<file path="src/rtl/oh_fifo_sync_ctrl.sv">
// Single-clock FIFO controller for a registered-read dual-port RAM.
// A 2-entry output buffer hides the RAM read latency, giving a first-word-fall-through interface.
module oh_fifo_sync_ctrl #(
    parameter int DW        = 104,
    parameter int DEPTH     = 32,
    parameter int AW        = 5,
    parameter int PROG_FULL = 24
) (
    input  logic          clk,
    input  logic          reset,
    input  logic          wr_en,
    input  logic [DW-1:0] din,
    output logic          full,
    output logic          prog_full,
    input  logic          rd_en,
    output logic [DW-1:0] dout,
    output logic          valid,
    output logic [AW+1:0] count,
    output logic          overflow,
    output logic          underflow,
    output logic          mem_wr_en,
    output logic [AW-1:0] mem_wr_addr,
    output logic [DW-1:0] mem_wr_wem,
    output logic [DW-1:0] mem_wr_din,
    output logic          mem_rd_en,
    output logic [AW-1:0] mem_rd_addr,
    input  logic [DW-1:0] mem_rd_dout
);

    localparam logic [AW:0] DEPTH_C = (AW+1)'(DEPTH);
    localparam logic [AW:0] PFULL_C = (AW+1)'(PROG_FULL);

    logic [AW-1:0] wr_ptr_q, wr_ptr_d;
    logic [AW-1:0] rd_ptr_q, rd_ptr_d;
    logic [AW:0]   ram_cnt_q, ram_cnt_d;
    logic          inflight_q, inflight_d;
    logic [1:0]    ob_cnt_q, ob_cnt_d;
    logic [DW-1:0] ob0_q, ob0_d;
    logic [DW-1:0] ob1_q, ob1_d;
    logic          overflow_q, overflow_d;
    logic          underflow_q, underflow_d;

    logic          push_s;
    logic          pop_s;
    logic          issue_s;
    logic [2:0]    ob_pend_s;

    assign full      = (ram_cnt_q == DEPTH_C);
    assign prog_full = (ram_cnt_q >= PFULL_C);
    assign valid     = (ob_cnt_q != 2'd0);
    assign dout      = ob0_q;
    assign overflow  = overflow_q;
    assign underflow = underflow_q;
    assign count     = {1'b0, ram_cnt_q} + (AW+2)'(inflight_q) + (AW+2)'(ob_cnt_q);

    assign mem_wr_en   = push_s;
    assign mem_wr_addr = wr_ptr_q;
    assign mem_wr_wem  = {DW{1'b1}};
    assign mem_wr_din  = din;
    assign mem_rd_en   = issue_s;
    assign mem_rd_addr = rd_ptr_q;

    // Next-state logic: push/pop qualification, read issue and output buffer update.
    always_comb begin
        push_s    = wr_en & ~full & ~reset;
        pop_s     = rd_en & valid;
        // Entries the output buffer will hold once the pop and pending capture settle.
        ob_pend_s = {1'b0, ob_cnt_q} + {2'b00, inflight_q} - {2'b00, pop_s};
        issue_s   = ~reset & (ram_cnt_q != {(AW+1){1'b0}}) & (ob_pend_s < 3'd2);

        wr_ptr_d    = push_s  ? wr_ptr_q + {{(AW-1){1'b0}}, 1'b1} : wr_ptr_q;
        rd_ptr_d    = issue_s ? rd_ptr_q + {{(AW-1){1'b0}}, 1'b1} : rd_ptr_q;
        ram_cnt_d   = ram_cnt_q + (AW+1)'(push_s) - (AW+1)'(issue_s);
        inflight_d  = issue_s;
        overflow_d  = wr_en & full;
        underflow_d = rd_en & ~valid;

        ob0_d    = ob0_q;
        ob1_d    = ob1_q;
        ob_cnt_d = ob_cnt_q;
        if (pop_s) begin
            ob0_d    = ob1_q;
            ob_cnt_d = ob_cnt_q - 2'd1;
        end else begin
            ob_cnt_d = ob_cnt_q;
        end
        if (inflight_q) begin
            if (ob_cnt_d == 2'd0) begin
                ob0_d = mem_rd_dout;
            end else begin
                ob1_d = mem_rd_dout;
            end
            ob_cnt_d = ob_cnt_d + 2'd1;
        end else begin
            ob_cnt_d = ob_cnt_d;
        end
    end

    // State registers with synchronous reset.
    always_ff @(posedge clk) begin
        if (reset) begin
            wr_ptr_q    <= {AW{1'b0}};
            rd_ptr_q    <= {AW{1'b0}};
            ram_cnt_q   <= {(AW+1){1'b0}};
            inflight_q  <= 1'b0;
            ob_cnt_q    <= 2'd0;
            ob0_q       <= {DW{1'b0}};
            ob1_q       <= {DW{1'b0}};
            overflow_q  <= 1'b0;
            underflow_q <= 1'b0;
        end else begin
            wr_ptr_q    <= wr_ptr_d;
            rd_ptr_q    <= rd_ptr_d;
            ram_cnt_q   <= ram_cnt_d;
            inflight_q  <= inflight_d;
            ob_cnt_q    <= ob_cnt_d;
            ob0_q       <= ob0_d;
            ob1_q       <= ob1_d;
            overflow_q  <= overflow_d;
            underflow_q <= underflow_d;
        end
    end

endmodule

</file>
<file path="config.mk">
export PLATFORM = sky130hd
export DESIGN_NAME = oh_fifo_sync_ctrl
export DESIGN_NICKNAME = d
export VERILOG_FILES = /design/src/rtl/oh_fifo_sync_ctrl.sv
export SDC_FILE = /design/constraint.sdc
export NUM_CORES = 1
export LEC_CHECK = 0
export ABC_CLOCK_PERIOD_IN_PS = 6200
export BUFFER_PORTS_ARGS = -buffer_cell sky130_fd_sc_hd__buf_2
export CAP_MARGIN = 5
export CORE_AREA = 2 2 212 214
export DETAILED_ROUTE_END_ITERATION = 10
export DIE_AREA = 0 0 214 216
export GPL_ROUTABILITY_DRIVEN = 1
export PLACE_DENSITY_LB_ADDON = 0.2
export SLEW_MARGIN = 20
export SYNTH_ARGS = -nofsm -noshare
export SYNTH_HDL_FRONTEND = slang
export SYNTH_SLANG_ARGS = --single-unit
</file>
<file path="constraint.sdc">
create_clock -name clk -period 6.2 [get_ports clk]
set_clock_uncertainty 0.1 [all_clocks]
set_input_delay 0.62 -clock clk [delete_from_list [all_inputs] [get_ports clk]]
set_output_delay 0.62 -clock clk [all_outputs]
set_load 0.005 [all_outputs]
</file>
==> results by group <==
Timing
  • Count of final setup violators: 0
  • Number of hold violations in the final report: 0
  • Final period util: 71.0%
  • Slew of the pin with the lowest slew margin: 1.06 ns
  • Maximum clock frequency: 227 MHz
  • Number of pins with negative max-slew slack in the final report: 0
  • Setup repair after global routing missed its margin: no
  • Final WS setup: 1.80 ns
  • Time the final worst path needs with I/O delays and setup: 4.40 ns
  • Setup TNS after final layout: 0 ns
  • Max_slew headroom: 29.0%

Synthesis
  • Avg Synthesized Cell Area: 7.86 um2
  • Count of mapped cells out of synthesis: 1385
  • Synth Area in Simple Gates: 20.1%
  • Xor/xnor cell area share of the yosys netlist: 1.05%
  • Count of flip-flops with a built-in enable after synthesis: 0
  • Fraction of the mapped netlist area in adder cells: 3.15%
  • Dominant combinational cell family by area after synthesis: simple AND/OR/NAND/NOR gates
  • Unique masters post-synth: 34
  • Number of synthesized register bits: 229
  • Area share of the leading cell type in the synthesized netlist: 42.1%
  • Sequential area share after synthesis: 42.1%
  • Post-synthesis async set-or-reset flop share: 0%
  • Primary flip-flop cell chosen by synthesis mapping: dfxtp_1
  • Post-synthesis cell area: 10900 um2
  • Most area-hungry cell type in the Yosys netlist: dfxtp_1
  • Mux cell area share after synthesis: 0.276%
  • Dominant cells by area after synthesis: dfxtp_1 42%, buf_4 15%, nand2_1 15%
  • Ys Warns: 0
  • Share of the synthesized area in compound gates (AO/OA/AOI/OAI): 14.4%

GRT
  • Number of antenna violations at the first check in global routing: 3
  • Via count of the first global-routing pass: 8252
  • Global Route met3 Usage: 3.44%
  • GRT busiest layer: met2
  • Wire length of the first global-routing pass: 47.9 mm
  • Met2 global-route usage: 20.7%
  • Met1 track demand over resource in global routing: 16.2%
  • Global route total overflow: 0
  • GR Util All Layers: 12.8%
  • Largest net degree at the start of global routing: 117

Die
  • Number of I/O pins: 548
  • Number of placement rows: 77
  • Die height: 216 um
  • Die outline width: 214 um
  • Starting density of the core: 24.8%
  • Die Footprint: 46200 um2
  • Core area: 43800 um2

Worst hold path
  • Path class of the lowest-slack min-delay path: in -> reg

Worst setup path
  • Worst Setup Start Kind: flip-flop
  • Cell occurring most often along the worst timing path: ha_1
  • Worst setup path class: reg -> reg
  • Required time at the worst-slack endpoint: 6.50 ns
  • CP Capture Type: flip-flop
  • Crit path cell chain: inv_1 -> ha_1 -> nand2b_4 -> inv_4 -> ha_1 -> inv_1 -> ha_1 -> inv_1 -> fa_1 -> nand2b_4 -> a311oi_4 -> ha_1 -> inv_1 -> ha_1 -> fa_1 -> a21oi_1 -> o21bai_1 -> xnor2_1 -> nor2_1
  • CP peak stage delay: 0.53 ns
  • Maximum fanout along the worst path: 46
  • Worst path slowest cell: fa_1
  • Data arrival time of the critical path: 4.70 ns

Finish
  • Area used by sequential logic in the layout: 4580 um2
  • Share of post-route cells with drive strength above 1: 19.9%
  • Multi-input combinational cell area: 4660 um2
  • Final-stage net count: 1699
  • Antenna fix cells: 0
  • Number of fill cells in the layout: 4842
  • Synthesis-to-finish area growth: 13.3%

Clock network
  • CTS max path bufs: 3
  • Count of clock tree sinks: 229
  • Number of setup buffers added after CTS: 0
  • Cts-stage hold buffer count: 0
  • Clock Tree Root: clkbuf_16
  • Quantity of gates resized following cts: 0
  • Worst-skew pair later-pin latency: 0.55 ns
  • Clock Pin Slew Worst Setup and Hold Paths: 0.06 ns
  • H-tree depth: 1
  • TritonCTS clock tree: built
  • CTS buffer count: 28

Placement
  • HPWL after detailed placement: 19.5 mm
  • Port Buf Inserts: 235
  • Routability cong.: 0.719
  • Post-Place Worst Slack: 1.76 ns

Run
  • Max-cap violation count: 0

Pwr
  • Leakage Power: 5.09 nW
  • Max IR drop VDD: 0.214 mV
  • PD cells: 484 nW/um2

Detailed routing
  • Overall via count from detail_route: 8962
  • DRC violation count after routing: 0
  • Average wire per cell in the routed design: 15.0 um
  • Detailed-router iteration count before antenna repair: 5
  • First DRT Iteration DRCs: 535
  • Per-cell via count in the routed design: 4.32
  • Post-route ant nets: 0
  • Total Routed Length: 31.1 mm

Outcome
  • Outcome: finished, final reports clean
[registers in the layout (all words and copies together), names as in the netlist]
name	cells
dout	104
inflight_q	1
mem_rd_addr	5
mem_wr_addr	5
ob1_q	104
ob_cnt_q	2
overflow	1
ram_cnt_q	6
underflow	1
[cells in the mapped netlist, types with 3 or more instances]
library cell,count
mux2i_1,3
fa_1,4
ha_1,21
xor2_1,6
a21oi_1,109
xnor2_1,7
nor2b_1,4
clkbuf_1,50
buf_1,6
a311oi_1,105
nand3_1,5
and3_1,5
o21ai_0,5
nand2_1,427
dfxtp_1,229
buf_4,214
buf_2,30
inv_1,18
nor2_1,118
[worst max-delay path, delay by kind of cell, from the launching register on]
family | cells | cell delay, ns
AND/OR/NAND/NOR | 3 | 0.53
flip-flops | 1 | 0.46
adder cells (fa/ha/maj) | 7 | 1.93
AO/OA/AOI/OAI | 3 | 0.68
XOR/XNOR | 1 | 0.14
buffers and inverters | 5 | 0.39
[per-layer routing]
layer | wire length, um | share of wire, %
met1 | 13500 | 43
met2 | 14400 | 46
met3 | 2110 | 6.8
met4 | 1090 | 3.5
met5 | 34 | 0.11
[final cells by class]
class / count / share of cell area, %
clock buffers: 44 / 6.91
clock inverters: 6 / 1.08
inverters: 20 / 0.629
multi-input cells: 938 / 37.8
flip-flops and latches: 229 / 37.2
well taps: 592 / 6.01
repair buffers: 245 / 10.4
[per-stage QoR]
stage	util, %	hold slack, ns	total power, mW	std cells	instance area, um2
2_1_floorplan	-	0.337	3.57	1488	11300
3_3_place_gp	25.9	0.342	4.29	2024	11300
3_5_place_dp	25.9	0.347	4.31	2024	11300
4_1_cts	28.1	0.178	6.12	2074	12300
5_1_grt	28.1	0.195	6.44	2074	12300
6_report	28.1	0.215	5.97	2074	12300
[cells in the final DEF, fill, tap and decap left out, drive strengths merged, types with 6 or more instances in the layout]
cell / count
nand2: 427
buf: 245
dfxtp: 229
nor2: 118
a21oi: 109
a311oi: 106
conb: 104
clkbuf: 44
ha: 21
inv: 20
xnor2: 7
xor2: 6
[cell families (layout without fill, tap and decap cells)]
group,count (synthesis),after routing
other,1,104
adders and majority gates,25,25
xor gates and xnor gates,13,13
AOI/OAI and AO/OA,226,226
buffers and inverters,321,315
DFF,229,229
muxes,3,3
and+or+nand+nor,567,567
[path summary, 6_finish.rpt]
path | start | end | slack (ns) | cells after the start
hold reg to reg | mem_rd_addr[4]$_SDFFE_PP0P_ | mem_rd_addr[4]$_SDFFE_PP0P_ | 0.35 | 1
setup reg to reg | ob_cnt_q[1]$_SDFF_PP0_ | ram_cnt_q[4]$_SDFF_PP0_ | 1.80 | 19
setup / recovery | ob_cnt_q[1]$_SDFF_PP0_ | ram_cnt_q[4]$_SDFF_PP0_ | 1.80 | 19
hold / removal | mem_rd_dout[61] | ob1_q[61]$_SDFFE_PP0P_ | 0.21 | 3
[report_power, final]
part	internal [mW]	leakage (nW)	total (mW)	switching (mW)
clock	1.10	0.478	1.75	0.654
combinational	0.764	2.74	2.03	1.27
sequential	1.92	1.87	2.18	0.264
total	3.78	5.09	5.97	2.19
Note: power is estimated with default switching activity, not from simulation.
